--- config.mk ---
export PLATFORM = sky130hd
export DESIGN_NAME = aging_priority_arbiter
export DESIGN_NICKNAME = d
export VERILOG_FILES = /design/src/rtl/aging_priority_arbiter.sv
export SDC_FILE = /design/constraint.sdc
export NUM_CORES = 1
export LEC_CHECK = 0
export ABC_AREA = 1
export CAP_MARGIN = 0
export CORE_AREA = 2 2 53 55
export DETAILED_ROUTE_END_ITERATION = 16
export DIE_AREA = 0 0 55 57
export DONT_BUFFER_PORTS = 1
export HOLD_SLACK_MARGIN = 0.15
export PLACE_DENSITY = 0.6
export SLEW_MARGIN = 30
export SYNTH_ARGS = -nofsm -noshare
export SYNTH_HDL_FRONTEND = slang
export SYNTH_SLANG_ARGS = --single-unit
--- constraint.sdc ---
create_clock -name clock -period 4.08 [get_ports clock]
set_input_delay 0.408 -clock clock [delete_from_list [all_inputs] [get_ports clock]]
set_output_delay 0.408 -clock clock [all_outputs]
set_load 0.05 [all_outputs]
--- src/rtl/aging_priority_arbiter.sv ---
// aging_priority_arbiter: registered, handshaked dynamic-priority arbiter.
// The winner is the highest effective priority among active requests, with
// ties broken round-robin from the rr pointer. A grant is held until the
// consumer accepts it (ready) or the requester withdraws.
//
// Optional aging boost is enabled by defining AGING_PRIORITY_ARBITER_AGING_EN.
// When it is defined, a requester that has waited AGE_THRESHOLD cycles gets a
// boost bit placed above its priority. When it is undefined, AGE_WIDTH and
// AGE_THRESHOLD are only range-checked.
//
// Ports:
//   clock        in   rising-edge clock
//   resetn       in   synchronous active-low reset
//   requests     in   [SIZE]            level request per requester
//   priorities   in   [PRIORITIES_WIDTH] priority i at [i*PRIORITY_WIDTH +: PRIORITY_WIDTH]
//   ready        in   consumer accepts the current grant this cycle
//   grant        out  [SIZE]            one-hot registered grant
//   grant_valid  out  |grant
//   grant_index  out  [INDEX_WIDTH]     binary index of grant (0 when idle)
module aging_priority_arbiter #(
  parameter int unsigned SIZE             = 4,
  parameter int unsigned PRIORITY_WIDTH   = 2,
  parameter int unsigned PRIORITIES_WIDTH = PRIORITY_WIDTH * SIZE,
  parameter int unsigned INDEX_WIDTH      = $clog2(SIZE),
  parameter int unsigned AGE_WIDTH        = 4,
  parameter int unsigned AGE_THRESHOLD    = 8
) (
  input  logic                        clock,
  input  logic                        resetn,
  input  logic [SIZE-1:0]             requests,
  input  logic [PRIORITIES_WIDTH-1:0] priorities,
  input  logic                        ready,
  output logic [SIZE-1:0]             grant,
  output logic                        grant_valid,
  output logic [INDEX_WIDTH-1:0]      grant_index
);

  // The effective priority is {boost, priority}. The boost bit is always
  // present and is tied low when aging is compiled out.
  localparam int unsigned EFF_WIDTH     = PRIORITY_WIDTH + 1;
  localparam int unsigned PTR_SUM_WIDTH = INDEX_WIDTH + 1;

  // Parameter legality checks at elaboration time.
  if (SIZE < 2) begin : g_bad_size
    $error("aging_priority_arbiter: SIZE must be at least 2");
  end
  if (AGE_THRESHOLD < 1 || AGE_THRESHOLD >= (1 << AGE_WIDTH)) begin : g_bad_threshold
    $error("aging_priority_arbiter: AGE_THRESHOLD out of range for AGE_WIDTH");
  end

  typedef enum logic {
    IDLE  = 1'b0,
    GRANT = 1'b1
  } state_t;

  state_t                   state;
  state_t                   state_next;
  logic [INDEX_WIDTH-1:0]   rr_ptr;
  logic [INDEX_WIDTH-1:0]   rr_ptr_next;
  logic [SIZE-1:0]          grant_next;
  logic                     grant_valid_next;
  logic [INDEX_WIDTH-1:0]   grant_index_next;

  logic                     held_request;
  logic                     handshake;
  logic                     withdraw;
  logic                     rearbitrate;
  logic [INDEX_WIDTH-1:0]   served_ptr;
  logic [INDEX_WIDTH-1:0]   arb_ptr;

  logic [SIZE-1:0]          boost;
  logic [EFF_WIDTH-1:0]     eff [SIZE];

  logic                     win_found;
  logic [INDEX_WIDTH-1:0]   win_index;
  logic [EFF_WIDTH-1:0]     arb_best;
  logic [PTR_SUM_WIDTH-1:0] arb_pos;
  logic [INDEX_WIDTH-1:0]   arb_cand;

  // Decode the handshake and withdraw events of the held grant.
  assign held_request = requests[grant_index];
  assign handshake    = (state == GRANT) && held_request && ready;
  assign withdraw     = (state == GRANT) && !held_request;
  assign rearbitrate  = (state == IDLE) || handshake || withdraw;

  // A served grant moves the pointer one past the winner. Re-arbitration in
  // the same cycle already uses that advanced pointer.
  assign served_ptr = (grant_index == INDEX_WIDTH'(SIZE - 1)) ? '0
                                                              : grant_index + INDEX_WIDTH'(1);
  assign arb_ptr    = handshake ? served_ptr : rr_ptr;

`ifdef AGING_PRIORITY_ARBITER_AGING_EN
  localparam logic [AGE_WIDTH-1:0] AGE_MAX   = '1;
  localparam logic [AGE_WIDTH-1:0] AGE_BOOST = AGE_WIDTH'(AGE_THRESHOLD);

  logic [AGE_WIDTH-1:0] age [SIZE];

  // Per-requester wait counters. They count up while the requester waits,
  // saturate at the maximum, and clear when the requester is served or drops.
  always_ff @(posedge clock) begin
    for (int unsigned i = 0; i < SIZE; i++) begin
      if (!resetn || !requests[i]) begin
        age[i] <= '0;
      end else if (handshake && (grant_index == INDEX_WIDTH'(i))) begin
        age[i] <= '0;
      end else if (age[i] != AGE_MAX) begin
        age[i] <= age[i] + AGE_WIDTH'(1);
      end
    end
  end

  always_comb begin
    boost = '0;
    for (int unsigned i = 0; i < SIZE; i++) begin
      boost[i] = (age[i] >= AGE_BOOST);
    end
  end
`else
  assign boost = '0;
`endif

  // Build the effective priority. The requester served this cycle competes
  // without its boost, because its age is about to clear.
  always_comb begin
    for (int unsigned i = 0; i < SIZE; i++) begin
      eff[i] = {boost[i] && !(handshake && (grant_index == INDEX_WIDTH'(i))),
                priorities[i*PRIORITY_WIDTH +: PRIORITY_WIDTH]};
    end
  end

  // Scan the requesters starting at the pointer. Only a strictly greater
  // priority replaces the current best, so a tie goes to the requester the
  // scan reaches first.
  always_comb begin
    win_found = 1'b0;
    win_index = '0;
    arb_best  = '0;
    arb_pos   = '0;
    arb_cand  = '0;
    for (int unsigned k = 0; k < SIZE; k++) begin
      arb_pos = {1'b0, arb_ptr} + PTR_SUM_WIDTH'(k);
      if (arb_pos >= PTR_SUM_WIDTH'(SIZE)) begin
        arb_pos = arb_pos - PTR_SUM_WIDTH'(SIZE);
      end
      arb_cand = arb_pos[INDEX_WIDTH-1:0];
      if (requests[arb_cand] && (!win_found || (eff[arb_cand] > arb_best))) begin
        win_found = 1'b1;
        win_index = arb_cand;
        arb_best  = eff[arb_cand];
      end
    end
  end

  // State and registered outputs.
  always_ff @(posedge clock) begin
    if (!resetn) begin
      state       <= IDLE;
      rr_ptr      <= '0;
      grant       <= '0;
      grant_valid <= 1'b0;
      grant_index <= '0;
    end else begin
      state       <= state_next;
      rr_ptr      <= rr_ptr_next;
      grant       <= grant_next;
      grant_valid <= grant_valid_next;
      grant_index <= grant_index_next;
    end
  end

  // Next-state logic.
  always_comb begin
    state_next = state;
    if (rearbitrate) begin
      state_next = win_found ? GRANT : IDLE;
    end
  end

  // Next grant and pointer. The grant is held unless it was served or withdrawn.
  always_comb begin
    grant_next       = grant;
    grant_valid_next = grant_valid;
    grant_index_next = grant_index;
    rr_ptr_next      = rr_ptr;
    if (handshake) begin
      rr_ptr_next = served_ptr;
    end
    if (rearbitrate) begin
      grant_next       = win_found ? (SIZE'(1) << win_index) : '0;
      grant_valid_next = win_found;
      grant_index_next = win_found ? win_index : '0;
    end
  end

endmodule

* Word-level counts from Yosys, hierarchy flattened
Index checks and enable logic that the tools add are counted.
Storage, ports and cells: flip-flop bits (word level) 10, logic and storage cells 93, bits in read-only memories 0, latch bits 0, memories kept 0, bits in writable memories 0
Cells by class: divide/modulo/power cells 0, $add $sub $neg 8, shifts and indexed selects 1, $lt $le $gt $ge 16, multiply operators 0, multiplexer cells 42, reduce and logical (&&, ||, !) cells 15, eq/ne operators 1, bitwise operators 5
Operators by type and width (count):
- $mux W3 | 11
- $bmux W3 S2 | 4
- $mux W2 | 11
- $ge A3 B3 Y1 const B | 7
- $lt A2 B3 Y1 const B | 5
- $not A2 Y3 | 4
- $bmux W1 S2 | 5
- $mux W1 | 10
- $gt A3 B3 Y1 | 3
- $sub A2 B1 Y2 const B | 4
- $add A2 B2 Y3 const B | 2
- $logic_and A1 B1 Y1 | 6
- $logic_or A1 B1 Y1 | 5
- $logic_not A1 Y1 | 4
- $mux W4 | 1
- $shl A1 B2 Y4 const A | 1
- $add A2 B1 Y3 const B | 1
- $ge A2 B3 Y1 const B | 1
- $add A2 B1 Y2 const B | 1
- $eq A2 B2 Y1 const B | 1
- $not A1 Y1 | 1

* Longest topological paths before layout
Gate-level depths: netlist (run 1).
depth after elaboration 26, mapped depth 41, depth with buffers taken out 40

* Worst setup path before layout (run 1)
No wires, ideal clock.
path kind reg2reg, start point register grant_index[0], end point register grant[3], cell stages (with the launch flop) 40, period minus slack after synthesis 4.805 ns, library setup time 0.066 ns, arrival 4.739 ns, required time 4.014 ns, setup slack -0.725 ns, cells stage by stage dfxtp_1 -> ha_1 -> nor2_1 -> inv_1 -> nand4_2 -> nand2_4 -> buf_2 -> nand2_1 -> o21ai_0 -> inv_1 -> nand2_1 -> o2111ai_1 -> ha_1 -> inv_1 -> nor2_1 -> o21ai_0 -> nand3_1 -> nand2_2 -> [4 not listed] -> nor2_1 -> o21ai_0 -> nand2_2 -> nand2_4 -> nand2_1 -> o21ai_0 -> ha_1 -> inv_1 -> nor2_1 -> o21ai_0 -> nand2_1 -> nand2_1 -> nand3_1 -> nand2_1 -> nand2_1 -> nor2_1 -> nor2_1 -> nor2_1
On the way: cells in the longest elaborated chain, start to end 26
Ends and longest elaborated chain:
- from (decl) | RTL line 35 | output logic [INDEX_WIDTH-1:0] grant_index
- from (signal assigned) | RTL line 167 | grant_index <= grant_index_next;
- $bmux W1 S2 | RTL line 81 | assign held_request = requests[grant_index];
- $mux W1 (implied by the code) | RTL line 81
- $logic_and A1 B1 Y1 (2 in series) | RTL line 82 | assign handshake = (state == GRANT) && held_request && ready;
- $mux W2 | RTL line 90 | assign arb_ptr = handshake ? served_ptr : rr_ptr;
- $add A2 B1 Y3, or another cell as far along | RTL line 141 | arb_pos = {1'b0, arb_ptr} + PTR_SUM_WIDTH'(k);
- $ge A3 B3 Y1, or another cell as far along | RTL line 142 | if (arb_pos >= PTR_SUM_WIDTH'(SIZE)) begin
- $mux W2 or $not A2 Y3 (tied branches) | RTL line 142, 149
- $not A2 Y3 (implied by the code) or $bmux W3 S2 (tied branches) | RTL line 146, 149
- [9 not listed]
- $logic_and A1 B1 Y1 | RTL line 146 | if (requests[arb_cand] && (!win_found || (eff[arb_cand] > arb_best))) begin
- $mux W3 or $mux W1 (tied branches) | RTL line 146
- $gt A3 B3 Y1 or $logic_not A1 Y1 (tied branches) | RTL line 146
- $logic_or A1 B1 Y1 | RTL line 146
- $logic_and A1 B1 Y1 | RTL line 146
- $mux W2 | RTL line 146
- $shl A1 B2 Y4 | RTL line 189 | grant_next = win_found ? (SIZE'(1) << win_index) : '0;
- $mux W4 | RTL line 189
- to (signal assigned) | RTL line 165 | grant <= grant_next;
- to (decl) | RTL line 33 | output logic [SIZE-1:0] grant,
Parallel ways exist; a longest one is shown, timed or not. The select of a mux whose other input is x is not followed. A chain may end at the register's enable or synchronous reset.

* Worst setup path after layout (run 1)
start point register grant_index[0], end point register grant[0]
The elaborated chain is that of the path after synthesis.

==> flow_summary.yaml, run 1 <==
sta:
  setup_viol: 6
  fmax_mhz: 225
  final_hold_viol_count: 0
  clock_skew_ps: 7.50
  drv_slew: 0
  fin_crit_sh_pct: 109
  worst_pin_slew_ps: 698
  slew_headroom_pct: 53.0
  setup_slack_ps: -367
  post-route-min-period_ps: 4450
  rsz0062_at_grt: "yes"
layout:
  areaGrowthSynthToFinish_pct: 63.3
  postLayoutCoreUtil_pct: 75.3
  antenna_cells: 0
  final_cells: 291
  drive_gt1_share_pct: 50.0
  fillers: 197
  nets: 283
yosys:
  ys_ff_latch: 9
  ys_seq_area_share_pct: 15.0
  synth-edff-count: 0
  ys.flop_type: "dfxtp_1"
  synthCells: 210
  synthTopCellsByArea: "nand2_1 22%, dfxtp_1 15%, nand3_1 7.5%"
  ys_types: 22
  yosys-top-cells-count: "72 x nand2_1, 24 x inv_1, 19 x nor2_1, 18 x nand3_1, 18 x o21ai_0"
  synth.most_common_cell: "nand2_1"
  async_reset_ff_share_pct: 0
  avgSynthCellArea_sq_um: 5.74
  netlist.area_leader.share_pct: 22.4
  synth_area_sq_um: 1200
  synth_warnings: 0
  yosysTopAreaCell: "nand2_1"
  syn_nets: 232
critical_path:
  critPathMaxStageDelay_ps: 390
  cp-startpoint: "grant_index[0]"
  path_max_fanout: 7
  r2r-start: "grant_index[0]"
  cp-start-kind: "register"
  worstSetupEndpointType: "register"
  crit_path_frequent_cell: "nand2_2"
  critPathArrivalTime_ps: 4630
  slowest_stage: "dfxtp_4"
  worstPathRequired_ps: 4260
  path_class: "register to register"
clock_tree:
  htreeDepth: 1
  cts_tree: "yes"
  insertion_delay_ps: 260
  cts.sinks: 9
  cts_buffers: 3
  clkTransAtPathRegs_ps: 60
  root_buffer: "clkbuf_4"
  cts_buffer_depth: 2
floorplan:
  rows: 19
  coreArea_sq_um: 2620
  die_x_microns: 55
  die_h_microns: 57
  die_area_sq_um: 3140
  initial_utilization_pct: 46.1
  boundaryPins: 22
route:
  wl_per_cell_microns: 14.2
  wl_mm: 4.13
  first_iter_violations: 56
  dr_wl_met3_microns: 228
  firstDrtPassIters: 5
  drt-met1-wl_mm: 1.72
  wl_met2_mm: 2.16
  drt-vias-per-instance: 5.34
  num_vias: 1555
  antenna_left: 0
  top_layer_used: "met4"
  drc: 0
place:
  hpwl_mm: 2.58
  place_inst: 268
  gp_congestion: 0.883
  numPortBuffers: 0
global_route:
  grtUsageTotal_pct: 23.0
  grt_pass1_wl_mm: 5.42
  grt_start_max_net_pins: 13
  grt_overflow: 0
  grt_pass1_vias: 1363
  antenna_found_initial: 0
status:
  violations: "setup timing"
  run_status: "finished, violations left"
flow_run:
  cap_violations: 0
hold_path:
  hold_class: "input pin to register"
  hold_start: "resetn"
-- metal layers --
| layer | up-vias | GRT usage (%) |
|---|---|---|
| met5 | - | 0 |
| met1 | 719 | 30.3 |
| met3 | 2 | 4.97 |
| li1 | 779 | - |
| met4 | 0 | 2.09 |
| met2 | 55 | 39.3 |
-- what timing repair did --
item / CTS / global route
gates cloned: 0 / 1
endpoints found under the setup margin: 6 / 6
pin swaps: 26 / 41
setup buffers: 8 / 11
hold buffers: 0 / 0
endpoints found under the hold margin: 0 / 0
gates resized for setup: 15 / 56
-- cells by family (layout without fill, tap and decap cells) --
kind of cell / after synthesis / in the layout / share of synthesized area (%)
AND/OR/NAND/NOR: 136 / 137 / 54.8
buffers and inverters: 30 / 79 / 10.2
AO/OA/AOI/OAI: 28 / 28 / 12.8
flip-flops: 9 / 9 / 15.0
adder cells (fa/ha/maj): 7 / 7 / 7.27
-- cells in the final DEF (no fill, tap or decap), types with 4 or more instances in the layout --
| master | count |
|---|---|
| nand2_4 | 12 |
| inv_1 | 22 |
| nand3_2 | 9 |
| o21ai_0 | 4 |
| nor2_1 | 16 |
| nand2_1 | 55 |
| o21ai_1 | 7 |
| nand3_1 | 10 |
| dfxtp_1 | 6 |
| nand2_2 | 24 |
| o21ai_2 | 7 |
| buf_4 | 43 |
| buf_6 | 4 |
-- layout make-up --
type	count	area, sq um	area share, %
Tap cell	31	38.8	1.97
Multi-Input combinational cell	172	1220	62.1
Clock buffer	4	26.3	1.34
Inverter	27	104	5.28
Sequential cell	9	189	9.60
Timing Repair Buffer	48	388	19.7
-- stage by stage --
step	hold WS [ps]	instance area, sq um	setup slack [ps]	setup TNS, ps
after global routing	391	1970	-658	-3630
after floorplan	562	1250	-165	-722
after CTS	363	1640	-277	-1440
final	385	1970	-367	-1900
after detailed placement	513	1490	-494	-2660
after global placement	506	1490	-361	-1820
-- final timing paths --
path / to / slack (ps) / cells past startpoint
setup / recovery: grant[0] / -370 / 38
hold / removal: grant_index[0] / 380 / 2
setup reg to reg: grant[0] / -370 / 38
hold reg to reg: grant_index[1] / 530 / 2
-- state kept, by name, indices dropped and copies added (netlist names) --
register,cells
state,1
rr_ptr,2
grant_index,2
grant,4
-- worst max-delay path: cells and delay by family (launching register included) --
family                   cells  cell delay (ps)
AND/OR/NAND/NOR             21             1810
buffers and inverters        7              520
adder cells (fa/ha/maj)      3              820
flip-flops                   1              390
AO/OA/AOI/OAI                7              770
Power of run 1 is left out: the tool's default activity adds up to more than one toggle a clock period on the data nets, which glitch-free logic cannot reach.
==> run 2: changes to the inputs <==
--- a/config.mk
+++ b/config.mk
@@ -11,8 +11,9 @@
 export DETAILED_ROUTE_END_ITERATION = 16
 export DIE_AREA = 0 0 55 57
 export DONT_BUFFER_PORTS = 1
+export GPL_ROUTABILITY_DRIVEN = 0
 export HOLD_SLACK_MARGIN = 0.15
-export PLACE_DENSITY = 0.6
+export PLACE_DENSITY = 0.58
 export SLEW_MARGIN = 30
 export SYNTH_ARGS = -nofsm -noshare
 export SYNTH_HDL_FRONTEND = slang
==> constraint.sdc (replaced) <==
create_clock -name clock -period 5.08 [get_ports clock]
set_input_delay 0.508 -clock clock [delete_from_list [all_inputs] [get_ports clock]]
set_output_delay 0.508 -clock clock [all_outputs]
set_load 0.05 [all_outputs]
==> flow_summary.yaml, run 2 (synthesis gave the netlist of run 1 again) <==
clock_tree:
  clkTransAtPathRegs_ps: 60
  insertion_delay_ps: 260
  cts_buffer_depth: 2
  cts_tree: "yes"
  root_buffer: "clkbuf_4"
  cts.sinks: 9
  cts_hold_buf: 0
  cts_buffers: 3
  htreeDepth: 1
layout:
  fillers: 289
  largest_register_ffs: 4
  reg_top3: "grant (4), grant_index (2), rr_ptr (2)"
  drive_gt1_share_pct: 21.2
  antenna_cells: 0
  final_common_cell: "nand2_1"
  largest-register: "grant"
  areaGrowthSynthToFinish_pct: 12.5
  nets: 245
  final_cell_mix: "71 x nand2_1, 24 x inv_1, 18 x nor2_1"
route:
  first_iter_violations: 27
  dr_wl_met3_microns: 77
  top_layer_used: "met4"
  wl_met2_mm: 1.48
  num_vias: 1283
  drt-met1-wl_mm: 1.38
  antenna_left: 0
  drc: 0
  wl_mm: 2.97
  firstDrtPassIters: 4
  drt-vias-per-instance: 5.07
  wl_per_cell_microns: 11.8
floorplan:
  coreArea_sq_um: 2620
  die_area_sq_um: 3140
  die_h_microns: 57
  rows: 19
  boundaryPins: 22
  initial_utilization_pct: 46.1
  die_x_microns: 55
global_route:
  grt_pass1_wl_mm: 4.71
  grtUsageTotal_pct: 20.1
  antenna_found_initial: 0
  grt_pass1_vias: 1098
  grt_overflow: 0
  grt_start_max_net_pins: 18
sta:
  final.setup.tns_ps: 0
  fin_crit_sh_pct: 91.4
  post-route-min-period_ps: 4640
  clock_skew_ps: 5.34
  slew_headroom_pct: 65.3
  drv_slew: 0
  fmax_mhz: 215
  worst_pin_slew_ps: 519
  final_hold_viol_count: 0
  setup_viol: 0
critical_path:
  worstPathRequired_ps: 5280
  critPathMaxStageDelay_ps: 380
  worstSetupEndpointType: "register"
  cp-start-kind: "register"
  path_class: "register to register"
  path_max_fanout: 6
  cp-startpoint: "grant_index[0]"
  r2r-start: "grant_index[0]"
  critPathArrivalTime_ps: 4840
  crit_path_frequent_cell: "nand2_1"
  slowest_stage: "dfxtp_4"
power:
  internal-power_w: 0.000455
  p_sw_w: 0.000647
  pwr-share-seq_pct: 12.0
  peakVddDrop_v: 0.000623
  p_clk_share_pct: 4.9
  swShare_pct: 58.7
  power_w: 0.00110
  p_per_area_nw_per_um2: 813
  power_frac_comb_pct: 83.0
  p_leak_nw: 0.712
place:
  numPortBuffers: 0
  hpwl_mm: 2.25
flow_run:
  cap_violations: 0
status:
  run_status: "finished, final reports clean"
hold_path:
  hold_class: "input pin to register"
  hold_start: "resetn"
run 2: layer usage:
layer / up-vias / GRT usage, %
li1: 699 / -
met1: 556 / 24.2
met2: 23 / 35.7
met3: 5 / 2.88
met4: 0 / 6.27
met5: - / 0
run 2: final cells by class:
class                           count  area [sq um]  area share (%)
Clock buffer                        4          26.3            1.94
Inverter                           27           101            7.48
Multi-Input combinational cell    172           928            68.5
Sequential cell                     9           185            13.7
Tap cell                           31          38.8            2.86
Timing Repair Buffer               10          75.1            5.54
run 2: what timing repair did:
action                     CTS  global route
setup endpoints to repair    0             6
gates resized for setup      0            14
setup buffers                0             7
run 2: final timing paths:
kind          endpoint  slack (ps)  depth (start not counted)
min reg2reg  rr_ptr[1]         700                          4
min           grant[0]         480                          2
max reg2reg   grant[3]         440                         37
max           grant[3]         440                         37
run 2: power by group through the flow:
stage / combinational, W / clock (W) / sequential, W
floorplan: 0.000682 / 0 / 0.000152
detailed placement: 0.000846 / 0 / 0.000132
finish: 0.000915 / 0.0000545 / 0.000133
global route: 0.00107 / 0.0000595 / 0.000135
global placement: 0.000830 / 0 / 0.000131
CTS: 0.000850 / 0.0000566 / 0.000130
run 2: worst max-delay path: cells and delay by family (launching register included):
kind | cells | cell delay, ps
AOI/OAI and AO/OA | 7 | 910
and+or+nand+nor | 23 | 2000
DFF | 1 | 380
adders and majority gates | 3 | 840
buffers and inverters | 4 | 430
run 2: through the flow:
| step | instance area [sq um] | std cells | setup slack, ps | hold slack, ps | utilization, % |
|---|---|---|---|---|---|
| after detailed placement | 1240 | 241 | 84.1 | 683 | 47.6 |
| final | 1360 | 253 | 439 | 480 | 51.8 |
| after floorplan | 1200 | 210 | 275 | 600 | - |
| after global routing | 1360 | 253 | -26.4 | 485 | 51.8 |
| after CTS | 1270 | 245 | 91.4 | 470 | 48.6 |
| after global placement | 1240 | 241 | 134 | 671 | 47.6 |
Power figures use the tool's default switching activity.
==> run 3: changes to the inputs <==
--- a/config.mk
+++ b/config.mk
@@ -6,6 +6,7 @@
 export NUM_CORES = 1
 export LEC_CHECK = 0
 export ABC_AREA = 1
+export ABC_CLOCK_PERIOD_IN_PS = 5080
 export CAP_MARGIN = 0
 export CORE_AREA = 2 2 53 55
 export DETAILED_ROUTE_END_ITERATION = 16
==> results of run 3 <==
No change in the layout: final DEF, timing and power equal those of run 2.
